==> src/rtl/fxp_pkg.sv <==
// Shared fixed-point divider definitions: Q6.10 format constants and FSM state type.
package fxp_pkg;

    localparam int WIDTH = 16;
    localparam int FRAC  = 10;

    localparam logic [WIDTH-1:0] Q_MAX = {1'b0, {(WIDTH-1){1'b1}}};
    localparam logic [WIDTH-1:0] Q_MIN = {1'b1, {(WIDTH-1){1'b0}}};

    typedef enum logic [1:0] {
        IDLE,
        CALC,
        DONE
    } state_t;

endpackage

==> src/rtl/fxp_sat.sv <==
// Combinational sign application and saturation of an unsigned quotient magnitude
// to a WIDTH-bit two's complement result; flags when the clamp was needed.
module fxp_sat #(
    parameter int WIDTH = fxp_pkg::WIDTH,
    parameter int MW    = fxp_pkg::WIDTH + fxp_pkg::FRAC + 1
) (
    input  logic [MW-1:0]    mag,
    input  logic             neg,
    output logic [WIDTH-1:0] q,
    output logic             ovf
);

    localparam logic [MW-1:0]    POS_LIM = {{(MW-WIDTH+1){1'b0}}, {(WIDTH-1){1'b1}}};
    localparam logic [MW-1:0]    NEG_LIM = POS_LIM + MW'(1);
    localparam logic [WIDTH-1:0] SAT_HI  = {1'b0, {(WIDTH-1){1'b1}}};
    localparam logic [WIDTH-1:0] SAT_LO  = {1'b1, {(WIDTH-1){1'b0}}};

    logic [WIDTH-1:0] low;

    always_comb begin
        low = mag[WIDTH-1:0];
        q   = '0;
        ovf = 1'b0;
        // A zero magnitude is never treated as negative, so -0 cannot appear.
        if (neg && (mag != '0)) begin
            if (mag > NEG_LIM) begin
                q   = SAT_LO;
                ovf = 1'b1;
            end else begin
                q = -low;
            end
        end else if (mag > POS_LIM) begin
            q   = SAT_HI;
            ovf = 1'b1;
        end else begin
            q = low;
        end
    end

endmodule

==> src/rtl/fxp_div_seq.sv <==
// Sequential signed Q6.10 divider: restoring division, one quotient bit per cycle.
// Define FXP_DIV_ROUND_EN for round-to-nearest (ties away from zero); default truncates.
module fxp_div_seq #(
    parameter int WIDTH = fxp_pkg::WIDTH,
    parameter int FRAC  = fxp_pkg::FRAC
) (
    input  logic             clk,
    input  logic             rst,
    input  logic             in_valid,
    output logic             in_ready,
    input  logic [WIDTH-1:0] A,
    input  logic [WIDTH-1:0] B,
    output logic             out_valid,
    input  logic             out_ready,
    output logic [WIDTH-1:0] Q,
    output logic             div_zero,
    output logic             ovf
);

    import fxp_pkg::*;

    localparam int DW = WIDTH + FRAC;
    localparam int MW = DW + 1;
    localparam int CW = $clog2(DW);
    localparam logic [CW-1:0]    LAST   = CW'(DW - 1);
    localparam logic [WIDTH-1:0] SAT_HI = {1'b0, {(WIDTH-1){1'b1}}};
    localparam logic [WIDTH-1:0] SAT_LO = {1'b1, {(WIDTH-1){1'b0}}};

    state_t state, state_nxt;

    logic [CW-1:0]    cnt;
    logic [DW-1:0]    quo;     // dividend bits shift out the top, quotient bits shift in below
    logic [WIDTH:0]   rem;
    logic [WIDTH-1:0] dvs;
    logic             neg_r, a_neg, b_zero;
    logic [WIDTH-1:0] q_r;
    logic             dz_r, ovf_r;

    logic             accept, last;
    logic [WIDTH-1:0] abs_a, abs_b;
    logic [WIDTH+1:0] rem_sh, trial;
    logic             qbit;
    logic [WIDTH:0]   rem_nxt;
    logic [DW-1:0]    quo_nxt;
    logic [MW-1:0]    mag;
    logic [WIDTH-1:0] sat_q;
    logic             sat_ovf;

    always_ff @(posedge clk) begin
        if (rst) state <= IDLE;
        else     state <= state_nxt;
    end

    always_comb begin
        state_nxt = state;
        in_ready  = 1'b0;
        out_valid = 1'b0;
        accept    = 1'b0;
        last      = 1'b0;
        case (state)
            IDLE: begin
                in_ready = 1'b1;
                if (in_valid) begin
                    accept    = 1'b1;
                    state_nxt = CALC;
                end
            end
            CALC: begin
                if (cnt == LAST) begin
                    last      = 1'b1;
                    state_nxt = DONE;
                end
            end
            DONE: begin
                out_valid = 1'b1;
                if (out_ready) state_nxt = IDLE;
            end
            default: state_nxt = IDLE;
        endcase
    end

    // Unsigned negation keeps the most negative operand exact (0x8000 -> 32768).
    always_comb begin
        abs_a   = A[WIDTH-1] ? -A : A;
        abs_b   = B[WIDTH-1] ? -B : B;
        rem_sh  = {rem, quo[DW-1]};
        trial   = rem_sh - {2'b00, dvs};
        qbit    = ~trial[WIDTH+1];
        rem_nxt = qbit ? trial[WIDTH:0] : rem_sh[WIDTH:0];
        quo_nxt = {quo[DW-2:0], qbit};
`ifdef FXP_DIV_ROUND_EN
        mag = {1'b0, quo_nxt} + MW'({rem_nxt, 1'b0} >= {2'b00, dvs});
`else
        mag = {1'b0, quo_nxt};
`endif
    end

    fxp_sat #(
        .WIDTH (WIDTH),
        .MW    (MW)
    ) u_sat (
        .mag (mag),
        .neg (neg_r),
        .q   (sat_q),
        .ovf (sat_ovf)
    );

    always_ff @(posedge clk) begin
        if (rst) begin
            cnt    <= '0;
            quo    <= '0;
            rem    <= '0;
            dvs    <= '0;
            neg_r  <= 1'b0;
            a_neg  <= 1'b0;
            b_zero <= 1'b0;
            q_r    <= '0;
            dz_r   <= 1'b0;
            ovf_r  <= 1'b0;
        end else if (accept) begin
            cnt    <= '0;
            quo    <= {abs_a, {FRAC{1'b0}}};
            rem    <= '0;
            dvs    <= abs_b;
            neg_r  <= A[WIDTH-1] ^ B[WIDTH-1];
            a_neg  <= A[WIDTH-1];
            b_zero <= (B == '0);
        end else if (state == CALC) begin
            quo <= quo_nxt;
            rem <= rem_nxt;
            if (last) begin
                // B=0 still runs the full iteration count; its result is overridden here.
                cnt   <= '0;
                q_r   <= b_zero ? (a_neg ? SAT_LO : SAT_HI) : sat_q;
                dz_r  <= b_zero;
                ovf_r <= ~b_zero & sat_ovf;
            end else begin
                cnt <= cnt + 1'b1;
            end
        end
    end

    assign Q        = q_r;
    assign div_zero = dz_r;
    assign ovf      = ovf_r;

endmodule

==> config.mk <==
export PLATFORM = sky130hd
export DESIGN_NAME = fxp_div_seq
export DESIGN_NICKNAME = d
export VERILOG_FILES = /design/src/rtl/fxp_pkg.sv /design/src/rtl/fxp_sat.sv /design/src/rtl/fxp_div_seq.sv
export SDC_FILE = /design/constraint.sdc
export NUM_CORES = 1
export LEC_CHECK = 0
export ABC_AREA = 1
export CORE_UTILIZATION = 30
export CTS_BUF_LIST = sky130_fd_sc_hd__clkbuf_4
export DETAILED_ROUTE_END_ITERATION = 8
export SYNTH_ARGS = -nofsm -noshare
export SYNTH_HDL_FRONTEND = slang
export SYNTH_SLANG_ARGS = --single-unit
==> constraint.sdc <==
create_clock -name clk -period 3.56 [get_ports clk]
set_input_delay 0.712 -clock clk [delete_from_list [all_inputs] [get_ports clk]]
set_output_delay 0.712 -clock clk [all_outputs]
set_load 0.1 [all_outputs]
==> After elaboration in Yosys (flattened, before gate mapping) <==
Cells that the tools add are included.
{ "word_totals": {"register_bits": 87, "in_bits": 36, "out_inout_bits": 20, "elab_cells": 62} }
{ "op_classes": {"add_sub_neg": 5, "n_lt_le_gt_ge": 2, "eq_ne": 6, "n_mux": 24, "bitwise_logic": 5, "n_reduce_logical": 8} }
{ "ops": {"columns": ["cell", "count"], "rows": [
  ["two-way mux 16 bit", 7],
  ["two-way mux 26 bit", 2],
  ["negation 16 bit", 3],
  ["nonzero test 27 bit", 1],
  ["> comparator 26 x 15 -> 1 bit, second input constant", 1],
  ["> comparator 26 x 16 -> 1 bit, second input constant", 1],
  ["subtractor 18 x 16 -> 18 bit", 1],
  ["two-way mux 17 bit", 1],
  ["zero test 16 bit", 1],
  ["two-way mux 1 bit", 9],
  ["two-way mux 2 bit", 3],
  ["inequality test 2 bit, second input constant", 3],
  ["case mux 2 bit (3 select lines)", 1],
  ["AND reduction 3 bit", 2],
  ["adder 5 x 1 -> 5 bit, second input constant", 1],
  ["== test 5 bit, second input constant", 1],
  ["two-way mux 5 bit", 1],
  ["NOT 1 bit", 3],
  ["== test 2 x 1 -> 1 bit, second input constant", 1],
  ["== test 2 bit, second input constant", 1],
  ["zero test 2 bit", 1],
  ["nonzero test 2 bit", 1],
  ["OR reduction 2 bit", 1],
  ["bitwise AND 1 bit", 1],
  ["2 further kinds", 2]
]} }

==> Logic depth before layout (Yosys ltp) <==
Gate-level depths: netlist (run 1).
{ "depth": {"depth_word": 6, "depth_mapped": 27, "ltp_nobuf": 26} }

==> Modules after synthesis <==
Synthesis (run 1) repeated with hierarchy kept, for this count alone.
{ "hier_totals": {"cells_unflattened": 1042, "area_unflattened_um2": 6334.8} }
{ "by_module_without_submodules": {"columns": ["module", "instances", "cells_each", "area_per_inst_um2", "seq_area_each_um2"], "rows": [
  ["fxp_div_seq", 1, 813, 5288.8, 1741.7],
  ["fxp_sat", 1, 229, 1046.0, 0.0]
]} }

==> Worst setup path after synthesis (run 1) <==
OpenSTA, ideal clock, no wires.
{ "synth_timing": {"path_kind": "reg-to-reg", "start": "register state[0]", "end": "register quo[0]", "setup_time_ns": 0.115, "arrival_ns": 2.993, "required_ns": 3.445, "setup_slack_ns": 0.452, "path_stages_with_launch": 10, "path_buffers": 1, "synth_period_minus_slack_ns": 3.108, "cell_sequence": "dfxtp_1 -> nor2_1 -> nand2_1 -> inv_1 -> nor2_1 -> inv_1 -> clkbuf_1 -> a21oi_1 -> o21ai_0 -> inv_1"} }
{ "synth_via": {"elab_chain_cells": 3, "word_cells_on_any_way": 4, "classes_between": "1 x eq/ne; 1 x mux; 2 x reduce/logical"} }
{ "synth_rtl": {"columns": ["item", "line", "rtl"], "rows": [
  ["start, declared", "fxp_div_seq.sv:29", "state_t state, state_nxt;"],
  ["start signal, assigned", "fxp_div_seq.sv:51", "else state <= state_nxt;"],
  ["zero test 2 bit", "fxp_div_seq.sv:60", "case (state)"],
  ["two-way mux 1 bit", "fxp_div_seq.sv:60", null],
  ["OR reduction 2 bit (no source line)", null, null],
  ["end signal, assigned", "fxp_div_seq.sv:122", "quo <= {abs_a, {FRAC{1'b0}}};"],
  ["end signal, assigned", "fxp_div_seq.sv:129", "quo <= quo_nxt;"],
  ["end, declared", "fxp_div_seq.sv:32", "logic [DW-1:0] quo;"]
]} }
Several ways; a longest one is shown, not always the timed one.
A chain may end at the register's enable or synchronous reset.

==> Worst setup path in the final report (run 1) <==
{ "layout_timing": {"start": "register dvs[3]", "end": "register q_r[7], in the netlist Q[7]"} }
{ "layout_via": {"elab_chain_cells": 6, "word_cells_on_any_way": 11, "classes_between": "2 x add/sub; 2 x order compare; 4 x mux; 1 x bitwise; 2 x reduce/logical"} }
{ "layout_rtl": {"columns": ["item", "line", "rtl"], "rows": [
  ["start, declared", "fxp_div_seq.sv:34", "logic [WIDTH-1:0] dvs;"],
  ["start signal, assigned", "fxp_div_seq.sv:124", "dvs <= abs_b;"],
  ["subtractor 18 x 16 -> 18 bit *", "fxp_div_seq.sv:87", "trial = rem_sh - {2'b00, dvs};"],
  ["NOT 1 bit *", "fxp_div_seq.sv:88", "qbit = ~trial[WIDTH+1];"],
  ["> comparator 26 x 15 -> 1 bit, or another cell as far along", "fxp_sat.sv:32", "end else if (mag > POS_LIM) begin"],
  ["two-way mux 16 bit, or another cell as far along", "fxp_sat.sv:32", null],
  ["two-way mux 16 bit *", "fxp_sat.sv:25", "if (neg && (mag != '0)) begin"],
  ["two-way mux 16 bit *", "fxp_div_seq.sv:134", "q_r <= b_zero ? (a_neg ? SAT_LO : SAT_HI) : sat_q;"],
  ["end signal, assigned", "fxp_div_seq.sv:134", null],
  ["end, declared", "fxp_div_seq.sv:36", "logic [WIDTH-1:0] q_r;"]
]} }
Every way passes the cells marked *; elsewhere a longest branch is shown, timed or not.

==> results.yml, run 1 <==
outcome:
  status: "finished clean"
grt:
  antenna_found_initial: 1
  grt_pass1_wl_microns: 23700
  globalRouteTotalUtil_pct: 16.2
  grt_pass1_vias: 4932
  overflow: 0
  grt_max_degree: 43
final_layout:
  syn2layout_area_growth_pct: 16.8
  num-fill-cells: 1924
  final_area_sq_mm: 0.00637
  drive_above_1_share_pct: 7.56
  nets: 913
timing:
  maxSlewHeadroom_pct: 34.4
  setup_viol: 0
  timing.final.crit_share_pct: 88.7
  final_max_slew_viol_count: 0
  finClkSkew_ps: 13.3
  finalHoldViolations: 0
  fmax_mhz: 317
  tightest_slew_ps: 982
  fin_crit_ps: 3160
  fin_ws_ps: 402
floorplanning:
  rows: 48
  die_y_microns: 137
  io_pins: 56
  fp.coreArea_sq_mm: 0.0175
  die_area_sq_mm: 0.0187
  initial_core_util_pct: 31.1
  die_x_microns: 137
route:
  wirelength_microns: 14600
  wl_per_cell_microns: 13.5
  avgViaCountPerCell: 4.98
  drt_iter0_drc: 233
  drtPass1Iterations: 7
  vias: 5404
  route.detailed.drc: 0
  antenna_left: 0
synth:
  yosys-top-cells-area: "dfxtp_1 32%, nand2_1 12%, a21oi_1 7.3%"
  synth_adder_area_share_pct: 5.19
  ys_seq_area_share_pct: 31.9
  synth.most_common_cell: "nand2_1"
  synthArstFlopShare_pct: 0
  yosysWarnings: 0
  post_synth_most_frequent_cells: "179 x nand2_1, 90 x inv_1, 87 x dfxtp_1, 80 x a21oi_1, 71 x o21ai_0"
  synth_fp_nets: 863
  synth_compound_area_share_pct: 22.6
  synthFlopType: "dfxtp_1"
  synth_edf_count: 0
  yosys.cell_types.count: 46
  ys_ff_latch: 87
  syn_avg_cell_area_sq_um: 6.77
  synth_xor_area_share_pct: 5.30
  syn_area_sq_mm: 0.00545
  synth.largest_area_cell: "dfxtp_1"
  synth_top_family_by_area: "simple AND/OR/NAND/NOR gates"
  synth_cells: 805
  synth-simple-area-share_pct: 25.9
  synth.top_cell.area_share_pct: 31.9
  synthMuxAreaShare_pct: 0
critical_path:
  crit_slowest_cell: "dfxtp_1"
  worstPathRequired_ps: 3910
  critPathMaxStageDelay_ps: 350
  cp_num_buf_inv: 4
  crit_family: "simple AND/OR/NAND/NOR gates"
  cp_max_fo: 14
  end_kind: "register"
  crit_top_cell: "nand2_1"
  crit_type: "register to register"
  startpoint_type: "register"
  crit_arrival_ps: 3510
power:
  power.share.sequential_pct: 41.9
  leakagePower_nw: 2.62
  ir_drop_v: 0.000161
  comb_power_share_pct: 38.3
  cellPowerDensity_mw_per_mm2: 397
  clock_power_share_pct: 19.8
  switching_share_pct: 39.4
  internal-power_mw: 1.53
  p_sw_mw: 0.997
placed_design:
  placed_area_sq_mm: 0.00625
  gp_congestion: 0.870
  dp_slack_ps: 409
  port_buffers: 55
  dp_hpwl_microns: 10800
worst_hold_path:
  hp-class: "register to register"
cts:
  cts_sinks: 87
  cts_buffers: 9
  htreeDepth: 3
  cts.path.max_buffers: 2
  clk_pin_slew_worst_paths_ps: 130
  cts_tree: "built"
  insertion_delay_ps: 470
  root_buffer: "clkbuf_4"
flow_run:
  max_cap_viol_count: 0
[power by group through the flow]
stage | sequential [mW] | clock [mW] | combinational (mW)
4_1_cts | 1.06 | 0.518 | 0.962
3_5_place_dp | 1.08 | 0 | 0.959
2_1_floorplan | 1.07 | 0 | 0.726
6_report | 1.06 | 0.502 | 0.969
5_1_grt | 1.07 | 0.551 | 1.10
3_3_place_gp | 1.08 | 0 | 0.957
[state kept, by name (all words and copies together) (netlist names), 2 cells and up]
name   count
cnt        5
state      2
rem       17
Q         16
quo       26
dvs       16
[metal layers]
layer	up-vias	share of wire (%)	track usage, %
met3	27	3.5	2.52
met1	2485	49	21.1
met2	109	45	26.3
met5	-	0	0
li1	2783	-	-
met4	0	2.2	6.78
[worst reg2reg max path: stages, from the launching register on]
cell and delay [ps]:
dfxtp_1 350, inv_1 40, ha_1 320, nand2_1 110
inv_1 60, nand2_1 60, nand2_1 40, nand2_1 70
nand3_2 140, nand2_2 120, nand3_1 110, nand2_4 90
ha_1 170, nand2_1 130, nor3_4 200, nand3_2 130
nor2_1 100, nand3_1 80, nand2_2 180, inv_1 120
nand2_4 130, inv_4 60, nand2_1 60, nand2_1 50
nand2_1 50, a21oi_1 50
[stage by stage]
| stage | hold slack, ps | utilization [%] | TNS (ps) | power (mW) | instances |
|---|---|---|---|---|---|
| 6_report | 473 | 36.3 | 0 | 2.53 | 1086 |
| 5_1_grt | 491 | 36.3 | -94.2 | 2.71 | 1086 |
| 4_1_cts | 477 | 36.3 | 0 | 2.54 | 1085 |
| 3_5_place_dp | 457 | 35.7 | 0 | 2.04 | 1069 |
| 3_3_place_gp | 452 | 35.7 | 0 | 2.04 | 1069 |
| 2_1_floorplan | 432 | - | 0 | 1.80 | 805 |
[kinds of logic after synthesis]
| kind of cell | count (synthesis) |
|---|---|
| simple gates | 320 |
| xor+xnor | 33 |
| compound gates | 218 |
| buf+inv | 125 |
| fa+ha+maj | 22 |
| flops | 87 |
[cells in the final DEF, fill, tap and decap left out, types with 6 or more instances in the layout]
cell type and instances:
a22oi_1 11, xnor2_1 9, nor3_1 14, dfxtp_1 87, xor2_1 24, ha_1 21, nand3_1 30, buf_4 16
nand2_2 6, clkbuf_4 11, o211ai_1 15, a21oi_1 80, o21ai_0 71, nand2_1 179, clkdlybuf4s50_1 53, nor2_1 54
o22ai_1 17, inv_1 90
[area by class of cell]
| class | count | area (sq um) | area share, % |
|---|---|---|---|
| multi-input cells | 593 | 3230 | 50.6 |
| flip-flops and latches | 87 | 1740 | 27.3 |
| repair buffers | 69 | 651 | 10.2 |
| inverters | 95 | 359 | 5.64 |
| well taps | 225 | 282 | 4.42 |
| clock buffers | 11 | 82.6 | 1.30 |
| clock inverters | 5 | 25.0 | 0.393 |
| diodes | 1 | 2.50 | 0.0393 |
[path summary, 6_finish.rpt]
kind,to,cells past startpoint,start,slack [ps]
max,Q[7],25,dvs[3],400
max reg2reg,Q[7],25,dvs[3],400
min reg2reg,a_neg,2,a_neg,470
min,a_neg,2,a_neg,470
[timing repair]
| action | in CTS | in global routing |
|---|---|---|
| resized for setup | 0 | 1 |
| setup buffers | 0 | 0 |
| setup endpoints to repair | 0 | 8 |
| hold buffers | 0 | 0 |
Power figures use the tool's default switching activity.
==> run 2, diff against run 1 <==
CORE_ASPECT_RATIO = 1.2   (was not set)
==> run 2 against run 1 <==
The flow now finishes with violations (design-rule violations). Clock power increased by 12%. Register-to-register slack barely moved. Via count fell by 1.6%. Fmax fell by 0.12%. Sequential share of layout area barely moved. Flip-flop and latch count unchanged. Final cell count is 0.92% lower. Combinational power is 2% lower. Design area down 0.18%. Critical path depth is 1 lower. Count of clock-buffer cells in the layout is 1 lower. Sequential power hardly changed. Critical endpoint is now Q[9]. Highest routed layer unchanged.
==> results.yml, run 2 (synthesized netlist as in run 1, its figures left out) <==
floorplanning:
  initial_core_util_pct: 30.9
  die_x_microns: 125
  fp.coreArea_sq_mm: 0.0176
  die_y_microns: 150
  io_pins: 56
  rows: 53
  die_area_sq_mm: 0.0187
power:
  clock_power_share_pct: 21.8
  switching_share_pct: 38.2
  ir_drop_v: 0.000208
  power_mw: 2.58
  comb_power_share_pct: 37.0
  leakagePower_nw: 2.61
  cellPowerDensity_mw_per_mm2: 406
  internal-power_mw: 1.59
  power.share.sequential_pct: 41.2
  p_sw_mw: 0.986
timing:
  worst_hold_slack_ps: 478
  setup_viol: 0
  fin_crit_ps: 3160
  finClkSkew_ps: 22.9
  maxSlewHeadroom_pct: 33.2
  final_max_slew_viol_count: 0
  tns_ps: 0
  rsz0062_at_grt: "no"
  fin_ws_ps: 398
  tightest_slew_ps: 999
  fmax_mhz: 316
  finalHoldViolations: 0
  timing.final.crit_share_pct: 88.8
route:
  wirelength_microns: 14200
  vias: 5317
  antenna_left: 0
  drt_iter0_drc: 276
  route.detailed.drc: 2
  wl_per_cell_microns: 13.2
  drtPass1Iterations: 9
  avgViaCountPerCell: 4.94
critical_path:
  end_kind: "register"
  rr_endpoint: "Q[9]"
  crit_type: "register to register"
  cp_max_fo: 14
  r2r_setup_slack_ps: 400
  reg2reg_from: "dvs[5]"
  startpoint_type: "register"
  crit_arrival_ps: 3520
  worstPathRequired_ps: 3920
  rr_worst_depth: 24
grt:
  grt_max_degree: 42
  overflow: 0
  grt_pass1_wl_microns: 23400
  globalRouteTotalUtil_pct: 15.6
  antenna_found_initial: 1
  grt_pass1_vias: 4960
final_layout:
  stdcell_count: 1076
  num-fill-cells: 1933
  nets: 908
  drive_above_1_share_pct: 6.79
  layout_commonest_cell: "nand2_1"
  reg_top3: "quo x26, rem x17"
  fin_util_pct: 36.0
  top_register: "quo"
  final_area_sq_mm: 0.00636
  syn2layout_area_growth_pct: 16.6
  largest_reg_flops: 26
  mostFrequentLayoutCells: "179 x nand2_1, 90 x inv_1, 87 x dfxtp_1"
cts:
  cts.path.max_buffers: 2
  htreeDepth: 3
  insertion_delay_ps: 480
  clk_pin_slew_worst_paths_ps: 140
  cts_buffers: 9
  root_buffer: "clkbuf_4"
  cts_sinks: 87
  cts_setup_buffers: 0
  cts_tree: "built"
placed_design:
  dp_hpwl_microns: 10500
  gp_congestion: 0.918
  placed_area_sq_mm: 0.00622
  dp.cells: 1059
  dp_slack_ps: 374
  port_buffers: 55
outcome:
  violations: "design-rule violations"
  status: "complete, but fails checks"
worst_hold_path:
  holdPathEnd: "a_neg"
  hold_depth: 2
  hp-class: "register to register"
  min_from: "a_neg"
flow_run:
  max_cap_viol_count: 0
==> run 2: how the worst max path moves through the flow <==
stage,start,endpoint,slack [ps],cells after the start
4_1_cts,dvs[6],Q[14],340,23
3_3_place_gp,dvs[8],Q[3],420,23
6_report,dvs[5],Q[9],400,24
3_5_place_dp,dvs[8],Q[3],370,23
5_1_grt,dvs[6],Q[13],40,23
2_1_floorplan,state[0],quo[0],450,9
==> run 2: timing repair <==
item                       CTS  global route
setup endpoints to repair    0             1
hold buffers                 0             0
resized for setup            0             1
==> run 2: layout make-up <==
class                           count  area [sq um]  share of cell area (%)
Clock buffer                       10          75.1                    1.18
Sequential cell                    87          1740                    27.4
Inverter                           95           359                    5.65
Multi-Input combinational cell    593          3230                    50.7
Clock inverter                      5          50.0                   0.787
Timing Repair Buffer               64           626                    9.84
Antenna cell                        2          5.00                  0.0787
Tap cell                          220           275                    4.33
==> run 2: per-layer routing <==
metal  vias up  GRT usage (%)  wire [microns]
li1       2790              -               -
met1      2394           19.5            6780
met2       107           26.2            6550
met3        26           2.97             517
met4         0           6.95             372
met5         -              0               0
==> run 2: critical path, cell delays in order (launching register included) <==
cell and delay (ps):
dfxtp_1 360, inv_1 60, ha_1 360, nand2_1 90, nor2_2 130, nand3b_1 110, nand3_2 140, nand2_2 80
nand2_2 80, nand2_2 60, nand2_4 50, ha_1 170, nand2_1 120, nor3_4 200, nand3_2 130, nor2_1 100
nand3_1 80, nand2_2 180, inv_1 120, nand2_4 120, inv_4 60, nand2_1 60, nand2_1 50, nand2_1 60
a21oi_1 50
==> run 2: power groups by stage <==
stage          registers, mW  clock network, mW  logic, mW
6_report                1.06              0.563      0.954
5_1_grt                 1.07              0.624       1.08
4_1_cts                 1.06              0.584      0.951
3_5_place_dp            1.08                  0      0.944
3_3_place_gp            1.08                  0      0.947
2_1_floorplan           1.07                  0      0.726
